**src/rtl/cpu_pkg.sv**
```systemverilog
// Shared encodings for the 8-bit CPU execution core:
// opcodes, micro-state codes, ALU modes and register codes.
package cpu_pkg;

  localparam logic [7:0] OP_NOP  = 8'h00;
  localparam logic [7:0] OP_CALL = 8'h01;
  localparam logic [7:0] OP_RET  = 8'h02;
  localparam logic [7:0] OP_OUT  = 8'h03;
  localparam logic [7:0] OP_HLT  = 8'h04;
  localparam logic [7:0] OP_JMP  = 8'h10;
  localparam logic [7:0] OP_JZ   = 8'h11;
  localparam logic [7:0] OP_JNZ  = 8'h12;

  // Top-two-bit instruction groups; LDI is group 00 with sub-field 011.
  localparam logic [1:0] GRP_MISC = 2'b00;
  localparam logic [1:0] GRP_ALU  = 2'b01;
  localparam logic [1:0] GRP_MOV  = 2'b10;
  localparam logic [2:0] SUB_LDI  = 3'b011;
  localparam logic [2:0] REG_MEM  = 3'b111;

  typedef enum logic [7:0] {
    S_NEXT       = 8'h00,
    S_FETCH_PC   = 8'h01,
    S_FETCH_INST = 8'h02,
    S_HALT       = 8'h03,
    S_JUMP       = 8'h04,
    S_OUT_A      = 8'h05,
    S_ALU_OP     = 8'h06,
    S_MOV_FETCH  = 8'h07,
    S_MOV_LOAD   = 8'h08,
    S_MOV_STORE  = 8'h09,
    S_LDI        = 8'h0A,
    S_FETCH_SP   = 8'h0B,
    S_PC_STORE   = 8'h0C,
    S_TMP_STORE  = 8'h0D,
    S_TMP_JUMP   = 8'h0E,
    S_INC_SP     = 8'h0F,
    S_RET        = 8'h10
  } state_t;

  typedef enum logic [2:0] {
    ALU_ADD = 3'b000,
    ALU_SUB = 3'b001,
    ALU_INC = 3'b010,
    ALU_DEC = 3'b011,
    ALU_AND = 3'b100,
    ALU_OR  = 3'b101,
    ALU_XOR = 3'b110,
    ALU_NOT = 3'b111
  } alu_mode_t;

endpackage

```
**src/rtl/cpu_exec_core_counter.sv**
```systemverilog
// Loadable up/down counter used for both PC and SP; load wins over enable,
// so reset values are forced through the load path.
module counter #(
  parameter int WIDTH = 8
) (
  input  logic             clk,
  input  logic             en,
  input  logic             load,
  input  logic             down,
  input  logic [WIDTH-1:0] d,
  output logic [WIDTH-1:0] q
);

  always_ff @(posedge clk) begin
    if (load) begin
      q <= d;
    end else if (en) begin
      q <= down ? q - 1'b1 : q + 1'b1;
    end
  end

endmodule

```
**src/rtl/cpu_exec_core.sv**
```systemverilog
// Execution core: micro-cycle sequencer, PC/SP counters and the 8-bit ALU.
// The micro-state is decoded combinationally from the cycle count and opcode.
module cpu_exec_core
  import cpu_pkg::*;
#(
  parameter int WIDTH = 8
) (
  input  logic             clk,
  input  logic             reset,
  input  logic [WIDTH-1:0] opcode,
  input  logic [WIDTH-1:0] data_in,
  input  logic [WIDTH-1:0] rega,
  input  logic [WIDTH-1:0] regb,
  output logic [7:0]       state,
  output logic [3:0]       cycle,
  output logic [WIDTH-1:0] pc,
  output logic [WIDTH-1:0] sp,
  output logic [WIDTH-1:0] alu_out,
  output logic             eq_zero,
  output logic             halted
);

  state_t     cur_state;
  logic [3:0] cycle_reg;
  logic       halted_reg;
  logic [3:0] idx;
  logic       is_alu, is_mov, is_ldi, is_jump_op, mov_memory, jump_taken;

  assign is_alu     = (opcode[7:6] == GRP_ALU);
  assign is_mov     = (opcode[7:6] == GRP_MOV);
  assign is_ldi     = (opcode[7:6] == GRP_MISC) && (opcode[5:3] == SUB_LDI);
  assign is_jump_op = (opcode == OP_JMP) || (opcode == OP_JZ) || (opcode == OP_JNZ);
  assign mov_memory = (opcode[5:3] == REG_MEM) || (opcode[2:0] == REG_MEM);
  assign eq_zero    = (rega == '0);
  assign jump_taken = (opcode == OP_JMP) || ((opcode == OP_JZ) && eq_zero) ||
                      ((opcode == OP_JNZ) && !eq_zero);
  assign idx        = cycle_reg - 4'd2;

  always_comb begin
    cur_state = S_NEXT;
    if (cycle_reg == 4'd0) begin
      cur_state = S_FETCH_PC;
    end else if (cycle_reg == 4'd1) begin
      cur_state = S_FETCH_INST;
    end else if (is_alu) begin
      if (idx == 4'd0) cur_state = S_ALU_OP;
    end else if (is_mov) begin
      case (idx)
        4'd0:    cur_state = S_MOV_FETCH;
        4'd1:    cur_state = S_MOV_LOAD;
        4'd2:    cur_state = S_MOV_STORE;
        default: cur_state = S_NEXT;
      endcase
    end else if (is_ldi || is_jump_op) begin
      case (idx)
        4'd0:    cur_state = S_FETCH_PC;
        4'd1:    cur_state = is_ldi ? S_LDI : S_JUMP;
        default: cur_state = S_NEXT;
      endcase
    end else if (opcode == OP_OUT) begin
      if (idx == 4'd0) cur_state = S_OUT_A;
    end else if (opcode == OP_HLT) begin
      if (idx == 4'd0) cur_state = S_HALT;
    end else if (opcode == OP_CALL) begin
      case (idx)
        4'd0:    cur_state = S_FETCH_PC;
        4'd1:    cur_state = S_TMP_STORE;
        4'd2:    cur_state = S_FETCH_SP;
        4'd3:    cur_state = S_PC_STORE;
        4'd4:    cur_state = S_TMP_JUMP;
        default: cur_state = S_NEXT;
      endcase
    end else if (opcode == OP_RET) begin
      case (idx)
        4'd0:    cur_state = S_INC_SP;
        4'd1:    cur_state = S_FETCH_SP;
        4'd2:    cur_state = S_RET;
        default: cur_state = S_NEXT;
      endcase
    end
  end

  // HALT holds the cycle count so the state stays HALT until reset.
  always_ff @(posedge clk) begin
    if (reset) begin
      cycle_reg  <= 4'd0;
      halted_reg <= 1'b0;
    end else begin
      if (cur_state == S_NEXT) begin
        cycle_reg <= 4'd0;
      end else if (cur_state != S_HALT) begin
        cycle_reg <= cycle_reg + 4'd1;
      end
      if (cur_state == S_HALT) halted_reg <= 1'b1;
    end
  end

  logic pc_en, pc_load, sp_en, sp_load, sp_down;

  assign pc_en = !halted_reg && (
                   (cur_state == S_FETCH_INST) || (cur_state == S_LDI) ||
                   (cur_state == S_TMP_STORE) ||
                   ((cur_state == S_JUMP) && !jump_taken) ||
                   ((cur_state == S_MOV_LOAD) && mov_memory));
  assign pc_load = reset || (!halted_reg && (
                   ((cur_state == S_JUMP) && jump_taken) ||
                   (cur_state == S_RET) || (cur_state == S_TMP_JUMP)));
  assign sp_en   = !halted_reg && ((cur_state == S_INC_SP) || (cur_state == S_TMP_JUMP));
  assign sp_down = (cur_state == S_TMP_JUMP);
  assign sp_load = reset;

  counter #(.WIDTH(WIDTH)) u_pc (
    .clk  (clk),
    .en   (pc_en),
    .load (pc_load),
    .down (1'b0),
    .d    (reset ? '0 : data_in),
    .q    (pc)
  );

  counter #(.WIDTH(WIDTH)) u_sp (
    .clk  (clk),
    .en   (sp_en),
    .load (sp_load),
    .down (sp_down),
    .d    ('1),
    .q    (sp)
  );

  always_comb begin
    alu_out = '0;
    case (alu_mode_t'(opcode[5:3]))
      ALU_ADD: alu_out = rega + regb;
      ALU_SUB: alu_out = rega - regb;
      ALU_INC: alu_out = rega + 1'b1;
      ALU_DEC: alu_out = rega - 1'b1;
      ALU_AND: alu_out = rega & regb;
      ALU_OR:  alu_out = rega | regb;
      ALU_XOR: alu_out = rega ^ regb;
      ALU_NOT: alu_out = ~rega;
      default: alu_out = '0;
    endcase
  end

  assign state  = cur_state;
  assign cycle  = cycle_reg;
  assign halted = halted_reg;

endmodule

```
**config.mk**
```make
export PLATFORM = sky130hd
export DESIGN_NAME = cpu_exec_core
export DESIGN_NICKNAME = d
export VERILOG_FILES = /design/src/rtl/cpu_pkg.sv /design/src/rtl/cpu_exec_core_counter.sv /design/src/rtl/cpu_exec_core.sv
export SDC_FILE = /design/constraint.sdc
export NUM_CORES = 1
export LEC_CHECK = 0
export ABC_AREA = 1
export BUFFER_PORTS_ARGS = -buffer_cell sky130_fd_sc_hd__buf_2
export CAP_MARGIN = 30
export CORE_ASPECT_RATIO = 0.75
export CORE_UTILIZATION = 35
export CTS_CLUSTER_DIAMETER = 40
export DETAILED_ROUTE_END_ITERATION = 12
export GPL_TIMING_DRIVEN = 0
export SYNTH_ARGS = -nofsm -noshare
export SYNTH_HDL_FRONTEND = slang
export SYNTH_SLANG_ARGS = --single-unit
```
**constraint.sdc**
```tcl
create_clock -name clk -period 3.45 [get_ports clk]
set_clock_uncertainty 0.2 [all_clocks]
set_input_delay 0.69 -clock clk [delete_from_list [all_inputs] [get_ports clk]]
set_output_delay 0.69 -clock clk [all_outputs]
set_load 0.02 [all_outputs]
```
==> metrics <==
Comb pwr share 61.6%; YS warnings 0; final worst slack -235 ps; Final #Nets 633; maximum vdd drop 0.347 mV; RSZ-0062 raised after global routing yes; Final setup violation count 3; post-layout util 52.0%; port bufs 66; CTS tree built; area share of xor/xnor cells in the synthesized design 6.10%; sequential fraction of the synthesis area 16.6%; largest family of logic cells by synthesized area simple AND/OR/NAND/NOR gates; Mean Syn Cell Area 6.64 um2; hold_sp u_sp.q[7]$_SDFFE_PP1P_; WHS 295 ps; failing checks negative setup slack; Final Hold Vio Count 0; vias in the first global route 2,973; final period utilization 107%; Worst setup EP type output pin; cts bufs inserted 3; critical path class primary input to output pin; Yosys top cell area share 15.4%; area leader, netlist ha_1; DR vias 3,336; WP data required 2560 ps; vias per cell 5.02; minimum clock period 3680 ps; Post-Layout Cell Count 664; Hold Crit Class flip-flop to flip-flop; H-tree level count 1; CP Launch Point opcode[5]; post-synthesis mux area share 0%; Unique masters post-synth 42; placed cell area 0.00351 mm2; pwr dens 369 mW/mm2; Critical Path Fanout Max 5; clock sink count 21; Cell Int Power 0.851 mW; clock latency on the worst-skew pair 260 ps; Synth Cell Area 0.00301 mm2; clock power share 16.3%; Routed Wire Length 8660 um; Sw Share 45.4%; post-synthesis register bit count 21; Net Sw Power 0.707 mW; first-pass GRT wire length 13,800 um; initial antenna violation count 0; Fmax achieved 0.271 GHz; Power Total 1.56 mW; Synth area leaders ha_1 (15%), nand2_1 (11%), dfxtp_1 (8.6%); Longest Clk Path Bufs 2; hold_buf cts 0; simple logic cell fraction of the synthesized area 36.1%; Worst R2R Start cycle[1]$_SDFFE_PP0P_; Syn-to-layout area delta 40.2%; worst slew pin tran 603 ps; CP Data Arrival Time 2790 ps; ant diodes 0; Max Cap Viol 0; Initial Util 37.1%; Vert. Die Dim 82.4 um; sequential power share 22.1%; HPWL after DPL 6410 um; chip width 109 um; Ports 72; FF-to-FF setup slack 200 ps; GPL Wtd Cong 0.859; compound-cell area share of the yosys netlist 13.5%; clock-pin slew on the worst setup and hold paths 60 ps; Post-Synth Adder-Cell Area 16.7%; DR iter-0 viols 132; status complete, but fails checks; fillers 795; Rel. slew slack 59.5%; ys async rst share 0%; fin area 0.00422 mm2; ys flop type dfxtp_1; EDFF count, synth 8; most common cell in the synthesized netlist nand2_1; CP startpoint kind primary input; Overflow after GRT 0; Post-synth top cells nand2_1 (85), inv_1 (61), nand3_1 (39), nor2_1 (39), ha_1 (37); FP Rows 28; DRC violations left 0; drt pass-1 iters 5; fin. max-slew vios 0; die area 0.00899 mm2; share of cells above drive strength 1 36.0%; total global-route track usage 19.3%; WL per Instance 13.0 um; largest net degree at the start of global routing 12; Root Buffer clkbuf_16; Antenna Nets Post-Route 0; area of the core 0.00813 mm2; dpl cells 628; synthesized instance count 454; Leak Pwr 2.10 nW
[layout by cell type (no fill, tap or decap), types with 10 or more instances in the layout]
cell / n
xor2_1: 17
o21ai_1: 10
inv_1: 53
nand3_1: 36
buf_2: 59
nand2_2: 17
nand2_1: 77
nor2_1: 32
nand4_1: 22
ha_1: 30
dfxtp_1: 10
buf_4: 31
a21oi_1: 21
buf_6: 13
[final cells by class]
cell class	count	area [um2]	share of cell area [%]
Sequential cell	21	512	12.1
Clock buffer	4	78.8	1.87
Timing Repair Buffer	99	659	15.6
Buffer	10	80.1	1.90
Inverter	69	282	6.67
Multi-Input combinational cell	356	2480	58.7
Tap cell	105	131	3.11
[logic make-up after synthesis]
group	after synthesis
other	1
AOI/OAI and AO/OA	68
adders and majority gates	39
xor gates and xnor gates	21
and+or+nand+nor	225
DFF	21
buffers and inverters	79
[metal layers]
layer  part of all wire, %  up-vias  GRT usage (%)
li1                      -     1725              -
met1                    50     1532           27.4
met2                    46       74           32.3
met3                   4.0        5           1.96
met4                  0.35        0           2.43
met5                     0        -              0
[worst paths after layout]
| kind | end | cells after the start |
|---|---|---|
| worst max-delay path | alu_out[7] | 18 |
| worst min-delay path | u_sp.q[7]$_SDFFE_PP1P_ | 2 |
| worst min register to register | u_sp.q[7]$_SDFFE_PP1P_ | 2 |
| worst max register to register | u_sp.q[7]$_SDFFE_PP1P_ | 21 |
[power groups by stage]
| stage | Combinational (mW) | Clock (mW) | Sequential (mW) |
|---|---|---|---|
| after floorplan | 0.521 | 0 | 0.374 |
| after global placement | 0.737 | 0 | 0.339 |
| after detailed placement | 0.748 | 0 | 0.340 |
| after CTS | 0.839 | 0.256 | 0.336 |
| after global routing | 1.06 | 0.265 | 0.349 |
| final | 0.960 | 0.253 | 0.344 |
[worst max-delay path: stages]
cell	delay [ps]
buf_8	110
buf_8	120
nor2_4	160
nor2_4	60
o21ai_1	70
nand2_1	100
ha_4	280
a21oi_2	140
nand2_2	80
a21oi_2	130
o21bai_1	110
nand2_1	90
nand2_1	70
a21oi_2	140
xor2_1	160
nand2_1	80
nand2_2	80
buf_6	120
[metrics by stage]
stage	setup TNS [ps]	worst slack [ps]
2_1_floorplan	-9.84	-9.84
3_3_place_gp	-2610	-618
3_5_place_dp	-2840	-631
4_1_cts	-279	-172
5_1_grt	-1020	-330
6_report	-573	-235
[repair_timing]
item / 4_1_cts / 5_1_grt
setup endpoints to repair: 8 / 6
setup buffers: 18 / 14
resized for setup: 62 / 43
pin swaps: 23 / 33
(Power assumes the default switching activity.)
